**src/rtl/seg7_pkg.sv**
```systemverilog
// Shared definitions for the UART-driven 4-digit seven-segment display controller:
// ASCII command bytes, segment pattern table, scan-state enum and byte classifier.
package seg7_pkg;

    typedef enum logic {
        ST_ON    = 1'b0,
        ST_BLANK = 1'b1
    } scan_state_t;

    typedef enum logic [2:0] {
        CMD_NONE,
        CMD_HEX,
        CMD_DP,
        CMD_CLEAR,
        CMD_ERR
    } cmd_t;

    typedef struct packed {
        logic       used;
        logic       dp;
        logic [3:0] nib;
    } digit_t;

    typedef struct packed {
        cmd_t       cmd;
        logic [3:0] nib;
    } rx_cmd_t;

    localparam logic [7:0] ASCII_LF   = 8'h0A;
    localparam logic [7:0] ASCII_CR   = 8'h0D;
    localparam logic [7:0] ASCII_ESC  = 8'h1B;
    localparam logic [7:0] ASCII_DOT  = 8'h2E;
    localparam logic [7:0] ASCII_0    = 8'h30;
    localparam logic [7:0] ASCII_9    = 8'h39;
    localparam logic [7:0] ASCII_A_UC = 8'h41;
    localparam logic [7:0] ASCII_F_UC = 8'h46;
    localparam logic [7:0] ASCII_X_UC = 8'h58;
    localparam logic [7:0] ASCII_A_LC = 8'h61;
    localparam logic [7:0] ASCII_F_LC = 8'h66;
    localparam logic [7:0] ASCII_X_LC = 8'h78;

    localparam logic [6:0] SEG_BLANK = 7'h7F;
    localparam logic [3:0] DIG_OFF   = 4'hF;

    // Active-low {g,f,e,d,c,b,a}; element 15 (F) is listed first.
    localparam logic [15:0][6:0] SEG_TABLE = {
        7'h0E, 7'h06, 7'h21, 7'h46, 7'h03, 7'h08, 7'h10, 7'h00,
        7'h78, 7'h02, 7'h12, 7'h19, 7'h30, 7'h24, 7'h79, 7'h40
    };

    function automatic rx_cmd_t classify(input logic [7:0] b);
        rx_cmd_t c;
        c.cmd = CMD_ERR;
        c.nib = '0;
        if (b >= ASCII_0 && b <= ASCII_9) begin
            c.cmd = CMD_HEX;
            c.nib = 4'(b - ASCII_0);
        end else if (b >= ASCII_A_UC && b <= ASCII_F_UC) begin
            c.cmd = CMD_HEX;
            c.nib = 4'(b - ASCII_A_UC + 8'd10);
        end else if (b >= ASCII_A_LC && b <= ASCII_F_LC) begin
            c.cmd = CMD_HEX;
            c.nib = 4'(b - ASCII_A_LC + 8'd10);
        end else if (b == ASCII_DOT) begin
            c.cmd = CMD_DP;
        end else if (b == ASCII_ESC || b == ASCII_X_UC || b == ASCII_X_LC) begin
            c.cmd = CMD_CLEAR;
        end else if (b == ASCII_CR || b == ASCII_LF) begin
            c.cmd = CMD_NONE;
        end
        return c;
    endfunction

endpackage

```
**src/rtl/seg7_decode.sv**
```systemverilog
// Nibble to active-low seven-segment pattern lookup.
module seg7_decode
    import seg7_pkg::*;
(
    input  logic [3:0] i_nibble,
    output logic [6:0] o_seg_n
);

    always_comb begin
        o_seg_n = SEG_TABLE[i_nibble];
    end

endmodule

```
**src/rtl/seg7_display_ctrl.sv**
```systemverilog
// Four-digit multiplexed seven-segment controller fed by ASCII bytes from a UART;
// all outputs are registered and the scan timing runs independently of rx traffic.
module seg7_display_ctrl
    import seg7_pkg::*;
#(
    parameter int unsigned SCAN_CYC  = 6750,
    parameter int unsigned BLANK_CYC = 27
) (
    input  logic       clk,
    input  logic       reset,
    input  logic [7:0] rx_data,
    input  logic       rx_valid,
    output logic [6:0] seg_n,
    output logic       dp_n,
    output logic [3:0] dig_n,
    output logic       err
);

    localparam int unsigned   MAX_CYC    = (SCAN_CYC > BLANK_CYC) ? SCAN_CYC : BLANK_CYC;
    localparam int unsigned   TW         = (MAX_CYC > 1) ? $clog2(MAX_CYC) : 1;
    localparam logic [TW-1:0] SCAN_LAST  = TW'(SCAN_CYC - 1);
    localparam logic [TW-1:0] BLANK_LAST = TW'(BLANK_CYC - 1);

    digit_t [3:0]  r_buf;
    logic          r_err;
    scan_state_t   r_state;
    logic [TW-1:0] r_timer;
    logic [1:0]    r_idx;
    logic [3:0]    r_dig_n;
    logic [6:0]    r_seg_n;
    logic          r_dp_n;

    rx_cmd_t    w_cmd;
    digit_t     w_cur;
    logic [6:0] w_pattern;

    assign w_cmd = classify(rx_data);
    assign w_cur = r_buf[r_idx];

    seg7_decode u_decode (
        .i_nibble (w_cur.nib),
        .o_seg_n  (w_pattern)
    );

    always_ff @(posedge clk) begin : buf_update
        if (reset) begin
            r_buf <= '0;
            r_err <= 1'b0;
        end else begin
            r_err <= 1'b0;
            if (rx_valid) begin
                case (w_cmd.cmd)
                    CMD_HEX:   r_buf <= {r_buf[2:0], 1'b1, 1'b0, w_cmd.nib};
                    CMD_DP:    r_buf[0].dp <= 1'b1;
                    CMD_CLEAR: r_buf <= '0;
                    CMD_ERR:   r_err <= 1'b1;
                    default:   ;
                endcase
            end
        end
    end

    // The index advances when ON ends rather than when BLANK ends; BLANK shows nothing,
    // so this is invisible and lets the post-reset BLANK lead straight into index 0.
    always_ff @(posedge clk) begin : scan_fsm
        if (reset) begin
            r_state <= ST_BLANK;
            r_timer <= '0;
            r_idx   <= '0;
            r_dig_n <= DIG_OFF;
            r_seg_n <= SEG_BLANK;
            r_dp_n  <= 1'b1;
        end else begin
            case (r_state)
                ST_ON: begin
                    if (r_timer == SCAN_LAST) begin
                        r_state <= ST_BLANK;
                        r_timer <= '0;
                        r_idx   <= r_idx + 2'd1;
                    end else begin
                        r_timer <= r_timer + TW'(1);
                    end
                end
                ST_BLANK: begin
                    if (r_timer == BLANK_LAST) begin
                        r_state <= ST_ON;
                        r_timer <= '0;
                    end else begin
                        r_timer <= r_timer + TW'(1);
                    end
                end
                default: begin
                    r_state <= ST_BLANK;
                    r_timer <= '0;
                end
            endcase

            if (r_state == ST_ON) begin
                r_dig_n <= ~(4'b0001 << r_idx);
                r_seg_n <= w_cur.used ? w_pattern : SEG_BLANK;
                r_dp_n  <= ~w_cur.dp;
            end else begin
                r_dig_n <= DIG_OFF;
                r_seg_n <= SEG_BLANK;
                r_dp_n  <= 1'b1;
            end
        end
    end

    assign seg_n = r_seg_n;
    assign dp_n  = r_dp_n;
    assign dig_n = r_dig_n;
    assign err   = r_err;

endmodule

```
**config.mk**
```make
export PLATFORM = sky130hd
export DESIGN_NAME = seg7_display_ctrl
export DESIGN_NICKNAME = d
export VERILOG_FILES = /design/src/rtl/seg7_pkg.sv /design/src/rtl/seg7_decode.sv /design/src/rtl/seg7_display_ctrl.sv
export SDC_FILE = /design/constraint.sdc
export NUM_CORES = 1
export LEC_CHECK = 0
export CAP_MARGIN = 40
export CELL_PAD_IN_SITES_DETAIL_PLACEMENT = 0
export CELL_PAD_IN_SITES_GLOBAL_PLACEMENT = 2
export CORE_UTILIZATION = 40
export CTS_BUF_LIST = sky130_fd_sc_hd__clkbuf_2 sky130_fd_sc_hd__clkbuf_4 sky130_fd_sc_hd__clkbuf_8
export DETAILED_ROUTE_END_ITERATION = 16
export PLACE_DENSITY_LB_ADDON = 0.1
export SLEW_MARGIN = 15
export SYNTH_ARGS = -nofsm -noshare
export SYNTH_HDL_FRONTEND = slang
export SYNTH_SLANG_ARGS = --single-unit
```
**constraint.sdc**
```tcl
create_clock -name clk -period 3.1 [get_ports clk]
set_input_delay 0.93 -clock clk [delete_from_list [all_inputs] [get_ports clk]]
set_output_delay 0.93 -clock clk [all_outputs]
set_load 0.03 [all_outputs]
```
==> impl_metrics.json <==
{
  "die_area_um2": 6903,
  "nets": 306,
  "finalHoldViolCount": 0,
  "path_delay_family": "compound AO/OA/AOI/OAI gates",
  "yosys_register_bits": 53,
  "fmaxAchievable_mhz": 340.8,
  "netlist_instances": 248,
  "rsz0062_at_grt": "no",
  "worstPathMaxFanout": 23,
  "maxSlewHeadroom_pct": 41.71,
  "synthFlopType": "dfxtp_1",
  "die_h_um": 83.09,
  "fin_setup_tns_ns": 0,
  "stdcell_count": 356,
  "nFillCells": 602,
  "synth_edf_count": 0,
  "die_w_um": 83.09,
  "max-clock-path-buffers": 2,
  "io_buffers": 23,
  "syn-num-nets": 276,
  "worst_ep_required_time_ns": 3.35,
  "htreeDepth": 2,
  "power.leakage_uw": 0.001087,
  "antenna_found_initial": 0,
  "worst-path-buf-inv": 3,
  "ant_nets": 0,
  "drive_gt1_share_pct": 13.26,
  "rr_worst_depth": 6,
  "postCtsHoldBufs": 0,
  "area_growth_pct": 15.89,
  "grt_pass1_wl_mm": 8.556,
  "synth_area_um2": 2630,
  "cts_tree": "built",
  "ys_warn_count": 0,
  "cp_common_cell": "inv_1",
  "status": "completed",
  "path_class": "in2reg",
  "grt_max_degree": 24,
  "initial_core_util_pct": 41.42,
  "dp_hpwl_mm": 3.488,
  "ys_async_sr_fraction_pct": 0,
  "num_vias": 1928,
  "setup_violations": 0,
  "ir_drop_uv": 182.4,
  "drt_iter0_drc": 87,
  "firstDrtPassIters": 4,
  "skew_ns": 0.01119,
  "wl_mm": 4.879,
  "synth_top_area_share_pct": 40.34,
  "placedCellCount": 347,
  "insertion_delay_ns": 0.31,
  "gp_congestion": 0.8041,
  "cp-end-kind": "register",
  "io_pins": 24,
  "cp_slowest_cell": "o32ai_4",
  "clk_pin_slew_ns": 0.09,
  "cts_root_buffer": "clkbuf_8",
  "cap_viol_max_count": 0,
  "num_rows": 29,
  "critical_path.cell_chain": "clkdlybuf4s50_1, inv_1, ha_1, inv_1, o311a_1, o32ai_4, a22o_1",
  "crit_path_start_kind": "input port",
  "ys_top_cells_by_area": "dfxtp_1 (40%), ha_1 (8.1%), a22o_1 (7.7%), mux4_2 (5.1%), xnor2_1 (3.3%)",
  "wl_per_cell_um": 13.71,
  "antenna_cells": 0,
  "grt_pass1_vias": 1793,
  "routed_via_density": 5.416,
  "synth_top_cell_by_area": "dfxtp_1",
  "worst_pin_slew_ns": 0.8744,
  "syn_area_per_cell_um2": 10.60,
  "post_cts_resized": 0,
  "hold_depth": 1,
  "ys_types": 54,
  "crit_path_max_incr_delay_ns": 0.79,
  "worstHoldPathType": "reg2reg",
  "min_period_over_period_pct": 94.66,
  "yosysSeqAreaShare_pct": 40.34,
  "synth_most_common_cell": "dfxtp_1",
  "power.density_nw_per_um2": 403.6,
  "post_cts_buffers": 0,
  "cts_buffers": 5,
  "arrival_ns": 3.18,
  "drv_slew": 0,
  "fp.coreArea_um2": 6350,
  "synth_common_cells": "dfxtp_1 (53), a22o_1 (23), ha_1 (17)",
  "crit_cells": 7,
  "grt_overflow_total": 0,
  "cts_sinks": 53,
  "drt_drc_violations_left": 0,
  "grt_usage_pct": 15.19,
  "layout_min_cycle_time_ns": 2.934
}
-- power by group --
group          switching [uW]  total (uW)  internal, uW
Sequential               10.3         700           690
Combinational            64.1         121          56.6
Clock                     228         409           182
-- registers in the layout (all words and copies together) (netlist names) --
name and count:
dig_n 4, r_idx 2, r_buf 24, dp_n 1
r_timer 13, err 1, r_state 1, seg_n 7
-- cell families after synthesis --
group,Yosys count,share of synthesized area [%]
multiplexers,12,7.469
adder cells (fa/ha/maj),17,8.087
flip-flops,53,40.34
buffers and inverters,28,6.327
XOR/XNOR,12,3.996
AND/OR/NAND/NOR,70,15.46
AO/OA/AOI/OAI,56,18.32
-- per-stage QoR --
step | hold WS, ns | area, um2 | util, % | total power (uW) | setup WS [ns]
after global routing | 0.5084 | 3048 | 48.00 | 1291 | 0.01591
after floorplan | 0.4437 | 2630 | - | 796.7 | 0.7261
final | 0.4828 | 3048 | 48.00 | 1230 | 0.1655
after global placement | 0.4568 | 2940 | 46.31 | 835.9 | -0.1489
after CTS | 0.4901 | 3037 | 47.82 | 1245 | 0.1523
after detailed placement | 0.4623 | 2940 | 46.31 | 835.0 | -0.1680
-- layer usage --
layer  part of all wire [%]  wire, um  global-route usage, %  up-vias
li1                       -         -                      -      974
met3                    2.9       143                  3.082        8
met4                    1.8        86                  6.113        0
met1                     52      2559                  21.07      903
met2                     43      2090                  23.10       43
met5                      0         0                      0        -
-- layout make-up --
cell class / instances / area (um2) / area share, %
clock buffer: 6 / 82.58 / 2.709
clock inverter: 2 / 13.76 / 0.4516
inverter: 14 / 52.55 / 1.724
multi-input combinational: 167 / 1403 / 46.02
sequential: 53 / 1061 / 34.81
tap: 77 / 96.34 / 3.161
timing repair buffer: 37 / 339.1 / 11.12
-- cell usage in the layout, fill, tap and decap left out, drive strengths merged, types with 2 or more instances in the layout --
cell           Yosys  layout
a211oi             2       2
a21o               4       4
a21oi              5       5
a22o              23      23
and2               2       2
buf               10      14
clkbuf             4       6
clkdlybuf4s50      0      23
clkinv             0       2
dfxtp             53      53
ha                17      17
inv               14      14
mux2i              5       5
mux4               6       6
nand2             11      11
nand2b             2       2
nand3             10      10
nand4bb            2       2
nor2               9       9
nor2b              3       3
nor3              15      15
nor4               4       4
nor4b              2       2
o211ai             3       3
o21ai              4       4
o221ai             4       4
or2                3       3
or4b               2       2
xnor2             10      10
xor2               2       2
-- worst paths after layout --
path	slack [ns]	endpoint	start
worst max-delay path	0.17	r_buf[18]	rx_data[0]
worst min-delay path	0.48	r_buf[18]	r_buf[18]
worst max register to register	1.07	seg_n[3]	r_idx[0]
worst min register to register	0.48	r_buf[18]	r_buf[18]
(Power assumes the default switching activity.)
